<file path="config.mk">
export PLATFORM = sky130hd
export DESIGN_NAME = seq_multiplier_flat
export DESIGN_NICKNAME = d
export VERILOG_FILES = /design/src/rtl/seq_multiplier_if.sv /design/src/rtl/seq_multiplier.sv /design/src/flat_wrapper.sv
export SDC_FILE = /design/constraint.sdc
export NUM_CORES = 1
export LEC_CHECK = 0
export BUFFER_PORTS_ARGS = -buffer_cell sky130_fd_sc_hd__buf_4
export CORE_MARGIN = 2
export CORE_UTILIZATION = 50
export CTS_CLUSTER_SIZE = 12
export DETAILED_ROUTE_END_ITERATION = 8
export PLACE_DENSITY = 0.71
export SYNTH_ARGS = -nofsm -noshare
export SYNTH_HDL_FRONTEND = slang
export SYNTH_SLANG_ARGS = --single-unit
</file>
<file path="constraint.sdc">
create_clock -name clk -period 11.5 [get_ports clk]
set_clock_uncertainty 0.1 [all_clocks]
set_input_delay 2.3 -clock clk [delete_from_list [all_inputs] [get_ports clk]]
set_output_delay 2.3 -clock clk [all_outputs]
set_load 0.02 [all_outputs]
</file>
<file path="src/rtl/seq_multiplier_if.sv">
`default_nettype none
// ============================================================================
//  Module      : seq_multiplier_if
//  Description : Request/response bundle between the EX stage and the
//                sequential RV32M multiplier.
//  Revision    : 1.0  initial release
// ============================================================================
interface seq_multiplier_if #(
    parameter int N = 32
);
    logic         start;
    logic [1:0]   op;
    logic [N-1:0] a;
    logic [N-1:0] b;
    logic [N-1:0] result;
    logic         busy;
    logic         done;

    // Requester side (EX-stage control)
    modport master (
        output start, op, a, b,
        input  result, busy, done
    );

    // Multiplier side
    modport slave (
        input  start, op, a, b,
        output result, busy, done
    );
endinterface
`default_nettype wire

</file>
<file path="src/rtl/seq_multiplier.sv">
`default_nettype none
// ============================================================================
//  Module      : seq_multiplier
//  Description : Radix-2 shift-and-add multiplier for MUL/MULH/MULHSU/MULHU.
//                Magnitudes are multiplied over N cycles and the 2N-bit
//                product is conditionally negated before the half is picked.
//  Revision    : 1.0  initial release
// ============================================================================
module seq_multiplier #(
    parameter int N = 32
) (
    input  wire logic        clk,
    input  wire logic        rst,
    seq_multiplier_if.slave  bus
);

    localparam int CW = (N > 1) ? $clog2(N) : 1;

    typedef enum logic [1:0] {
        S_IDLE = 2'd0,
        S_RUN  = 2'd1,
        S_DONE = 2'd2
    } state_t;

    state_t          r_state;
    state_t          w_state_nxt;
    logic            w_accept;
    logic            w_last;

    logic [2*N-1:0]  r_p;
    logic [N-1:0]    r_mcand;
    logic [CW-1:0]   r_count;
    logic            r_neg;
    logic            r_hi;
    logic [N-1:0]    r_result;

    logic            w_sa;
    logic            w_sb;
    logic [N-1:0]    w_mcand_ld;
    logic [N-1:0]    w_mplier_ld;
    logic [N:0]      w_sum;
    logic [2*N-1:0]  w_p_next;
    logic [2*N-1:0]  w_prod;

    // Operand signs: a is signed for MULH/MULHSU, b only for MULH.
    assign w_sa        = bus.a[N-1] & (bus.op == 2'b01 || bus.op == 2'b10);
    assign w_sb        = bus.b[N-1] & (bus.op == 2'b01);
    // Magnitude of -2^(N-1) wraps to itself, which is correct as unsigned.
    assign w_mcand_ld  = w_sa ? (~bus.a + {{(N-1){1'b0}}, 1'b1}) : bus.a;
    assign w_mplier_ld = w_sb ? (~bus.b + {{(N-1){1'b0}}, 1'b1}) : bus.b;

    // One add-and-shift step; the adder carry becomes the new top bit.
    assign w_sum    = {1'b0, r_p[2*N-1:N]} + {1'b0, (r_p[0] ? r_mcand : {N{1'b0}})};
    assign w_p_next = {w_sum, r_p[N-1:1]};
    assign w_prod   = r_neg ? (~w_p_next + {{(2*N-1){1'b0}}, 1'b1}) : w_p_next;

    // State register
    always_ff @(posedge clk) begin
        if (rst) begin
            r_state <= S_IDLE;
        end else begin
            r_state <= w_state_nxt;
        end
    end

    // Next-state logic; start is only honoured when not iterating
    always_comb begin
        w_state_nxt = r_state;
        w_accept    = 1'b0;
        w_last      = 1'b0;
        case (r_state)
            S_IDLE, S_DONE: begin
                if (bus.start) begin
                    w_accept    = 1'b1;
                    w_state_nxt = S_RUN;
                end else begin
                    w_state_nxt = S_IDLE;
                end
            end
            S_RUN: begin
                if (r_count == CW'(N - 1)) begin
                    w_last      = 1'b1;
                    w_state_nxt = S_DONE;
                end
            end
            default: w_state_nxt = S_IDLE;
        endcase
    end

    // Datapath: load on accept, iterate in RUN, capture result on last step
    always_ff @(posedge clk) begin
        if (rst) begin
            r_p      <= '0;
            r_mcand  <= '0;
            r_count  <= '0;
            r_neg    <= 1'b0;
            r_hi     <= 1'b0;
            r_result <= '0;
        end else if (w_accept) begin
            r_mcand <= w_mcand_ld;
            r_p     <= {{N{1'b0}}, w_mplier_ld};
            r_count <= '0;
            r_neg   <= w_sa ^ w_sb;
            r_hi    <= (bus.op != 2'b00);
        end else if (r_state == S_RUN) begin
            r_p     <= w_p_next;
            r_count <= r_count + CW'(1);
            if (w_last) begin
                r_result <= r_hi ? w_prod[2*N-1:N] : w_prod[N-1:0];
            end
        end
    end

    assign bus.result = r_result;
    assign bus.busy   = (r_state == S_RUN);
    assign bus.done   = (r_state == S_DONE);

endmodule
`default_nettype wire

</file>
<file path="src/flat_wrapper.sv">
// flat-port wrapper written by rule: the top's interface ports become plain ports
module seq_multiplier_flat 
#(
    parameter int N = 32
)
  (clk, rst, bus_start, bus_op, bus_a, bus_b, bus_result, bus_busy, bus_done);
  seq_multiplier_if #(.N(N)) bus_i ();
  input  wire logic clk;
  input  wire logic rst;
  input wire logic [$bits(bus_i.start)-1:0] bus_start;
  input wire logic [$bits(bus_i.op)-1:0] bus_op;
  input wire logic [$bits(bus_i.a)-1:0] bus_a;
  input wire logic [$bits(bus_i.b)-1:0] bus_b;
  output wire logic [$bits(bus_i.result)-1:0] bus_result;
  output wire logic [$bits(bus_i.busy)-1:0] bus_busy;
  output wire logic [$bits(bus_i.done)-1:0] bus_done;
  assign bus_i.start = bus_start;
  assign bus_i.op = bus_op;
  assign bus_i.a = bus_a;
  assign bus_i.b = bus_b;
  assign bus_result = bus_i.result;
  assign bus_busy = bus_i.busy;
  assign bus_done = bus_i.done;
  seq_multiplier #(.N(N)) u_core (.clk(clk), .rst(rst), .bus(bus_i));
endmodule
</file>
# Word-level counts from Yosys, hierarchy flattened
# Cells that the tools add are included.
dict set report totals {
  regBits 137
  inputBits 69
  output_inout_bits 34
  word_cells 47
}
dict set report classes {
  n_addsub 5
  eq_ne 6
  mux 14
  bitwise 7
  n_reduce_logical 7
}
# op n
set op_table {}
lappend op_table {{two-way mux 32 bit} 6}
lappend op_table {{adder 32 x 1 -> 32 bit, second input constant} 2}
lappend op_table {{adder 64 x 1 -> 64 bit, second input constant} 1}
lappend op_table {{two-way mux 64 bit} 1}
lappend op_table {{inverter 32 bit} 2}
lappend op_table {{inverter 64 bit} 1}
lappend op_table {{adder 32 x 32 -> 33 bit} 1}
lappend op_table {{adder 5 x 1 -> 5 bit, second input constant} 1}
lappend op_table {{== test 5 bit, second input constant} 1}
lappend op_table {{two-way mux 1 bit} 5}
lappend op_table {{== test 2 x 1 -> 1 bit, second input constant} 2}
lappend op_table {{== test 2 bit, second input constant} 2}
lappend op_table {{one-hot mux 2 bit (2 select lines)} 1}
lappend op_table {{nonzero test 2 bit} 2}
lappend op_table {{OR reduction 2 bit} 2}
lappend op_table {{AND reduction 3 bit} 1}
lappend op_table {{AND 1 bit} 2}
lappend op_table {{logical NOT 2 bit} 1}
lappend op_table {{two-way mux 2 bit} 1}
lappend op_table {{inequality test 2 x 1 -> 1 bit, second input constant} 1}
lappend op_table {{logical OR 1 bit} 1}
lappend op_table {{inverter 1 bit} 1}
lappend op_table {{bitwise XOR 1 bit} 1}

# Depth between registers and ports, before layout
# Gate-level depths: netlist of the first run.
dict set report logic_depth {
  depth_word 6
  mapped_depth 17
  mapped_depth_nobuf 15
}

# Worst setup path before layout of the first run
# No wires, ideal clock.
dict set report synth_timing {
  path_kind {input to register}
  start {in bus_b[4]}
  end {reg u_core.r_p[28]}
  setup_ns 0.132
  arrival_time_ns 4.618
  required_time_ns 11.268
  slack_ns 6.649
  path_stages 11
  path_buffers 0
  path_cell_list {or4_1 nor3_1 nand2_1 or4_1 nor3_1 nand2_1 nor3_1 a21oi_1 xor2_1 nand2_1 a21oi_1}
}
dict set report synth_via {
  elab_chain_len 4
}
# element line
set synth_lines {}
lappend synth_lines {{start: declaration} flat_wrapper.sv:13} ;# input wire logic [$bits(bus_i.b)-1:0] bus_b;
lappend synth_lines {{inverter 32 bit} seq_multiplier.sv:50} ;# assign w_mplier_ld = w_sb ? (~bus.b + {{(N-1){1'b0}}, 1'b1}) : bus.b;
lappend synth_lines {{adder 32 x 1 -> 32 bit} seq_multiplier.sv:50}
lappend synth_lines {{two-way mux 32 bit} seq_multiplier.sv:50}
lappend synth_lines {{two-way mux 32 bit} seq_multiplier.sv:99} ;# end else if (w_accept) begin
lappend synth_lines {{end signal: assignment} seq_multiplier.sv:101} ;# r_p <= {{N{1'b0}}, w_mplier_ld};
lappend synth_lines {{end signal: assignment} seq_multiplier.sv:106} ;# r_p <= w_p_next;
lappend synth_lines {{end: declaration} seq_multiplier.sv:30} ;# logic [2*N-1:0] r_p;
# No other way between the ends.
# A chain may end at the register's enable or synchronous reset.

# Final worst setup path of the first run
dict set report layout_timing {
  start {reg u_core.r_p[0]}
  end {reg u_core.r_result[30], in the netlist u_core.bus.result[30]}
}
dict set report layout_via {
  elab_chain_len 6
}
# element line
set layout_lines {}
lappend layout_lines {{two-way mux 32 bit (*)} seq_multiplier.sv:53} ;# assign w_sum = {1'b0, r_p[2*N-1:N]} + {1'b0, (r_p[0] ? r_mcand : {N{1'b0}})};
lappend layout_lines {{adder 32 x 32 -> 33 bit (*)} seq_multiplier.sv:53}
lappend layout_lines {{inverter 64 bit} seq_multiplier.sv:55} ;# assign w_prod = r_neg ? (~w_p_next + {{(2*N-1){1'b0}}, 1'b1}) : w_p_next;
lappend layout_lines {{adder 64 x 1 -> 64 bit} seq_multiplier.sv:55}
lappend layout_lines {{two-way mux 64 bit (*)} seq_multiplier.sv:55}
lappend layout_lines {{two-way mux 32 bit (*)} seq_multiplier.sv:109} ;# r_result <= r_hi ? w_prod[2*N-1:N] : w_prod[N-1:0];
lappend layout_lines {{end signal: assignment} seq_multiplier.sv:109}
lappend layout_lines {{end: declaration} seq_multiplier.sv:35} ;# logic [N-1:0] r_result;
# Mark *: on every way between the ends. The rest lies on a longest branch, timed or not.

==> results.yml, run 1 <==
final_layout:
  post_route_cells_drive_above_1_share_pct: 11.6
  fin_util_pct: 57.9
  final_cell_mix: "195 x nand2_1, 146 x a21oi_1, 135 x dfxtp_1, 134 x nor2_1, 111 x buf_4"
  nets: 1566
  layout_commonest_cell: "nand2_1"
  syn_to_final_growth_pct: 13.6
  num_antenna_cells: 0
  stdcell_count: 1740
global_routing:
  grt_max_degree: 93
  grt_pass1_wl_mm: 49.2
  grt_pass1_vias: 9499
  track_usage_pct: 27.9
  antenna_found_initial: 0
  overflow: 0
routing:
  vias_per_cell: 6.09
  postRouteAntennaNets: 0
  vias: 10600
  drt_iter0_drc: 890
  wl_per_cell_um: 17.7
  wirelength_mm: 30.9
  firstDrtPassIters: 5
  drc: 0
clocking:
  cts_sinks: 137
  cts_hold_buf: 0
  path_clk_slew_ns: 0.07
  clkLatencyLatePin_ns: 0.44
  cts_tree: "done"
  post-cts-setup-buffer-count: 0
  cts_made_buffers: 17
  clockBufferDepth: 2
  cts_resized: 0
  cts-root-buf: "clkbuf_16"
  cts_max_level: 4
timing:
  fin_crit_sh_pct: 46.8
  hold_ws_ns: 0.348
  hold_viol: 0
  min_period_ns: 5.38
  maxSlewHeadroom_pct: 13.7
  grt_setup_unrepaired: "false"
  final_max_slew_viol_count: 0
  final-setup-viol-count: 0
  setup_tns_ns: 0
  fmax_mhz: 186
  worstMarginPinSlew_ns: 1.29
setup_path:
  r2r_setup_slack_ns: 6.12
  ff2ff_path_depth: 15
  critPathCapture: "u_core.bus.result[30]"
  crit_fanout: 33
  start_kind: "flip-flop"
  reg2reg_to: "u_core.bus.result[30]"
  crit_type: "reg2reg"
  critical_path_required_ns: 11.71
  crit_start: "u_core.r_p[0]"
  r2r_start: "u_core.r_p[0]"
  arrival_ns: 5.60
  cp-end-kind: "flip-flop"
synthesis:
  synth_top_area_share_pct: 26.6
  yosys-top-cells-area: "dfxtp_1 27%, nand2_1 7.1%, a21oi_1 7.1%"
  ys.flop_type: "dfxtp_1"
  seq_area_frac_synth_pct: 26.6
  yosysWarnings: 0
  avgSynthCellArea_um2: 7.25
  ys_ff_latch: 137
  ys_types: 75
  synthesis.area_um2: 10300
  postSynthCellCount: 1423
  synth_edf_count: 0
  synth_top_cell_by_area: "dfxtp_1"
  syn-num-nets: 1532
  async_reset_ff_share_pct: 0
die:
  ioPinCount: 103
  die-area_um2: 21800
  num_rows: 52
  die_y_um: 148
  chipWidth_um: 148
  start_util_pct: 51.0
  coreArea_um2: 20200
power_and_ir_drop:
  p_leak_nw: 4.59
  max-vdd-ir-drop_v: 0.0000976
  powerDensity_nw_per_um2: 116
  finalPower_mw: 1.36
placed_design:
  dp_cells: 1708
  portBuffers: 102
  dp_hpwl_mm: 23.0
  globalplace.congestion: 0.929
min_path:
  hp-class: "reg2reg"
  hold_start: "u_core.r_mcand[24]"
run_status:
  outcome: "complete, no violations"
flow_run:
  timing.max_cap.violations: 0
==> cells in the mapped netlist (17+ instances only) <==
| library cell | number |
|---|---|
| a22oi_1 | 37 |
| nor2_1 | 135 |
| o21ai_0 | 80 |
| xor2_1 | 49 |
| nand2_1 | 195 |
| ha_1 | 39 |
| and2_1 | 41 |
| o31ai_1 | 18 |
| nand3_1 | 21 |
| xnor2_1 | 58 |
| inv_1 | 23 |
| a211oi_1 | 40 |
| nor3_1 | 33 |
| clkbuf_1 | 85 |
| or3_1 | 21 |
| dfxtp_1 | 137 |
| a21oi_1 | 146 |
| nand4_1 | 17 |
==> worst min path at each step <==
stage                     slack [ns]                     to  cells after the start
after global placement          0.34  u_core.bus.result[17]                      1
final                           0.35     u_core.r_mcand[24]                      2
after CTS                       0.35     u_core.r_mcand[24]                      2
after detailed placement        0.34  u_core.bus.result[17]                      1
after global routing            0.37     u_core.r_mcand[24]                      2
after floorplan                 0.33     u_core.r_mcand[22]                      2
==> routing by layer <==
metal  GRT usage (%)  part of all wire [%]
met1            40.2                    47
met2            42.3                    43
met3            4.23                   6.8
met4            10.0                   2.8
met5               0                     0
==> metrics by stage <==
| step | setup slack, ns | cell area, um2 |
|---|---|---|
| after floorplan | 6.65 | 10300 |
| after global placement | 6.17 | 11100 |
| after detailed placement | 6.11 | 11100 |
| after CTS | 6.24 | 11700 |
| after global routing | 5.64 | 11700 |
| final | 6.12 | 11700 |
==> power breakdown <==
| part | switching (mW) | internal (mW) | total (mW) |
|---|---|---|---|
| clock network | 0.247 | 0.313 | 0.560 |
| registers | 0.0230 | 0.496 | 0.519 |
| logic | 0.175 | 0.105 | 0.280 |
==> worst max-delay path, cell delays in order, from the launching register on <==
cell       delay (ns)
dfxtp_1          0.80
and2_1           0.25
ha_1             0.19
inv_1            0.06
fa_1             0.40
nand2b_1         0.21
a21oi_1          0.20
o21ai_0          0.25
a2111oi_0        0.94
o21ai_0          0.30
xor2_1           0.47
nor2b_1          0.19
nand4_1          0.22
o41ai_1          0.38
xor2_1           0.20
o21ai_1          0.07
==> cells by family after synthesis <==
| logic type | synth area share (%) |
|---|---|
| xor+xnor | 9.08 |
| simple gates | 26.3 |
| compound gates | 27.5 |
| buf+inv | 4.56 |
| flops | 26.6 |
| fa+ha+maj | 4.92 |
| mux | 1.10 |
==> state kept, by name, summed over array words and instances, names as in the netlist <==
signal,count
u_core.r_state,2
u_core.r_mcand,32
u_core.r_hi,1
u_core.bus.result,32
u_core.r_neg,1
u_core.r_count,5
u_core.r_p,64
==> layout make-up <==
cell class / instances / area [um2]
clock buffers: 18 / 439
multi-input cells: 1165 / 7120
clock inverters: 14 / 153
inverters: 25 / 93.8
fillers: 1966 / 8510
well taps: 270 / 338
repair buffers: 111 / 833
flip-flops and latches: 137 / 2750
(Power assumes the default switching activity.)
==> run 2, diff against run 1 <==
--- a/config.mk
+++ b/config.mk
@@ -10,7 +10,7 @@
 export CORE_UTILIZATION = 50
 export CTS_CLUSTER_SIZE = 12
 export DETAILED_ROUTE_END_ITERATION = 8
-export PLACE_DENSITY = 0.71
+export PLACE_DENSITY = 0.74
 export SYNTH_ARGS = -nofsm -noshare
 export SYNTH_HDL_FRONTEND = slang
 export SYNTH_SLANG_ARGS = --single-unit
==> constraint.sdc (replaced) <==
create_clock -name clk -period 4.8 [get_ports clk]
set_clock_uncertainty 0.1 [all_clocks]
set_input_delay 0.96 -clock clk [delete_from_list [all_inputs] [get_ports clk]]
set_output_delay 0.96 -clock clk [all_outputs]
set_load 0.02 [all_outputs]
==> results.yml, run 2 (synthesis results as in run 1) <==
run_status:
  outcome: "complete, no violations"
timing:
  fmax_mhz: 222
  fin_crit_sh_pct: 93.9
  hold_viol: 0
  min_period_ns: 4.51
  final_max_slew_viol_count: 0
  maxSlewHeadroom_pct: 13.5
  setup_tns_ns: 0
  final-setup-viol-count: 0
  hold_ws_ns: 0.351
  grt_setup_unrepaired: "false"
  worstMarginPinSlew_ns: 1.30
global_routing:
  antenna_found_initial: 0
  track_usage_pct: 29.0
  grt_max_degree: 93
  overflow: 0
  grt_pass1_vias: 9703
  grt_pass1_wl_mm: 50.9
clocking:
  cts_sinks: 137
  path_clk_slew_ns: 0.07
  cts_max_level: 4
  clockBufferDepth: 2
  cts_made_buffers: 17
  cts_tree: "done"
  post-cts-setup-buffer-count: 0
  clkLatencyLatePin_ns: 0.44
  cts_hold_buf: 0
  cts-root-buf: "clkbuf_16"
routing:
  wl_per_cell_um: 18.2
  firstDrtPassIters: 6
  postRouteAntennaNets: 0
  vias_per_cell: 6.10
  drc: 0
  wirelength_mm: 32.0
  vias: 10700
  drt_iter0_drc: 975
power_and_ir_drop:
  powerDensity_nw_per_um2: 280
  max-vdd-ir-drop_v: 0.000203
  p_leak_nw: 4.68
final_layout:
  num_antenna_cells: 0
  top_register: "u_core.r_p"
  nets: 1582
  layout_commonest_cell: "nand2_1"
  largest_register_ffs: 64
  final_cell_mix: "195 x nand2_1, 146 x a21oi_1, 134 x nor2_1, 134 x dfxtp_1, 127 x buf_4"
  post_route_cells_drive_above_1_share_pct: 12.7
  syn_to_final_growth_pct: 15.1
die:
  num_rows: 52
  coreArea_um2: 20200
  ioPinCount: 103
  start_util_pct: 51.0
  chipWidth_um: 148
  die-area_um2: 21800
  die_y_um: 148
setup_path:
  path_cells: "and2_1 > ha_1 > o21a_1 > nand3_1 > a2111oi_2 > o21ai_1 > a222oi_1 > nor3b_1 > nand3_1 > o41ai_1 > xor2_1 > o21ai_1"
  worst_path_max_delay_cell: "a2111oi_2"
  critical_path_required_ns: 5.01
  start_kind: "flip-flop"
  crit_type: "reg2reg"
  max_stage_delay_ns: 0.61
  arrival_ns: 4.72
  crit_fanout: 21
  cp-end-kind: "flip-flop"
flow_run:
  timing.max_cap.violations: 0
placed_design:
  portBuffers: 102
  dp_hpwl_mm: 24.1
  globalplace.congestion: 0.982
min_path:
  hp-class: "reg2reg"
run 2: path summary, 6_finish.rpt:
check / cells past startpoint / endpoint / from / slack, ns
setup / recovery: 12 / u_core.bus.result[30] / u_core.r_p[0] / 0.29
hold / removal: 2 / u_core.r_mcand[28] / u_core.r_mcand[28] / 0.35
setup reg to reg: 12 / u_core.bus.result[30] / u_core.r_p[0] / 0.29
hold reg to reg: 2 / u_core.r_mcand[28] / u_core.r_mcand[28] / 0.35
run 2: worst max-delay path: cells and delay by family, from the launching register on:
family | cells | cell delay (ns)
xor+xnor | 1 | 0.19
simple gates | 4 | 1.25
flops | 1 | 0.41
fa+ha+maj | 1 | 0.41
compound gates | 6 | 2.03
run 2: through the flow:
step,cells,area (um2),total power [mW],utilization (%),setup WS [ns]
2_1_floorplan,1423,10300,1.73,-,0.736
3_3_place_gp,1724,11300,1.93,55.6,0.317
3_5_place_dp,1724,11300,1.94,55.6,0.266
4_1_cts,1756,11900,3.33,58.7,0.251
5_1_grt,1756,11900,3.48,58.7,0.0148
6_report,1756,11900,3.33,58.7,0.291
run 2: metal layers:
metal	track usage [%]	vias up	part of all wire (%)	wire, um
li1	-	5262	-	-
met1	40.2	4975	46	14600
met2	47.0	435	46	14600
met3	5.09	43	7.1	2280
met4	7.26	0	1.6	507
met5	0	-	0	0
run 2: area by class of cell:
cell class,count,area (um2)
fill,1974,8360
multi-input combinational,1165,7120
sequential,137,2750
timing repair buffer,127,953
clock buffer,17,425
tap,270,338
clock inverter,15,199
inverter,25,93.8
run 2: where the power goes:
part / internal (mW) / switching [mW]
sequential: 1.19 / 0.0536
clock: 0.799 / 0.605
combinational: 0.258 / 0.426
total: 2.25 / 1.09
run 2: timing repair:
item                                    in CTS  in global routing
endpoints found under the hold margin        0                  0
endpoints found under the setup margin       0                  5
resized for setup                            0                  1
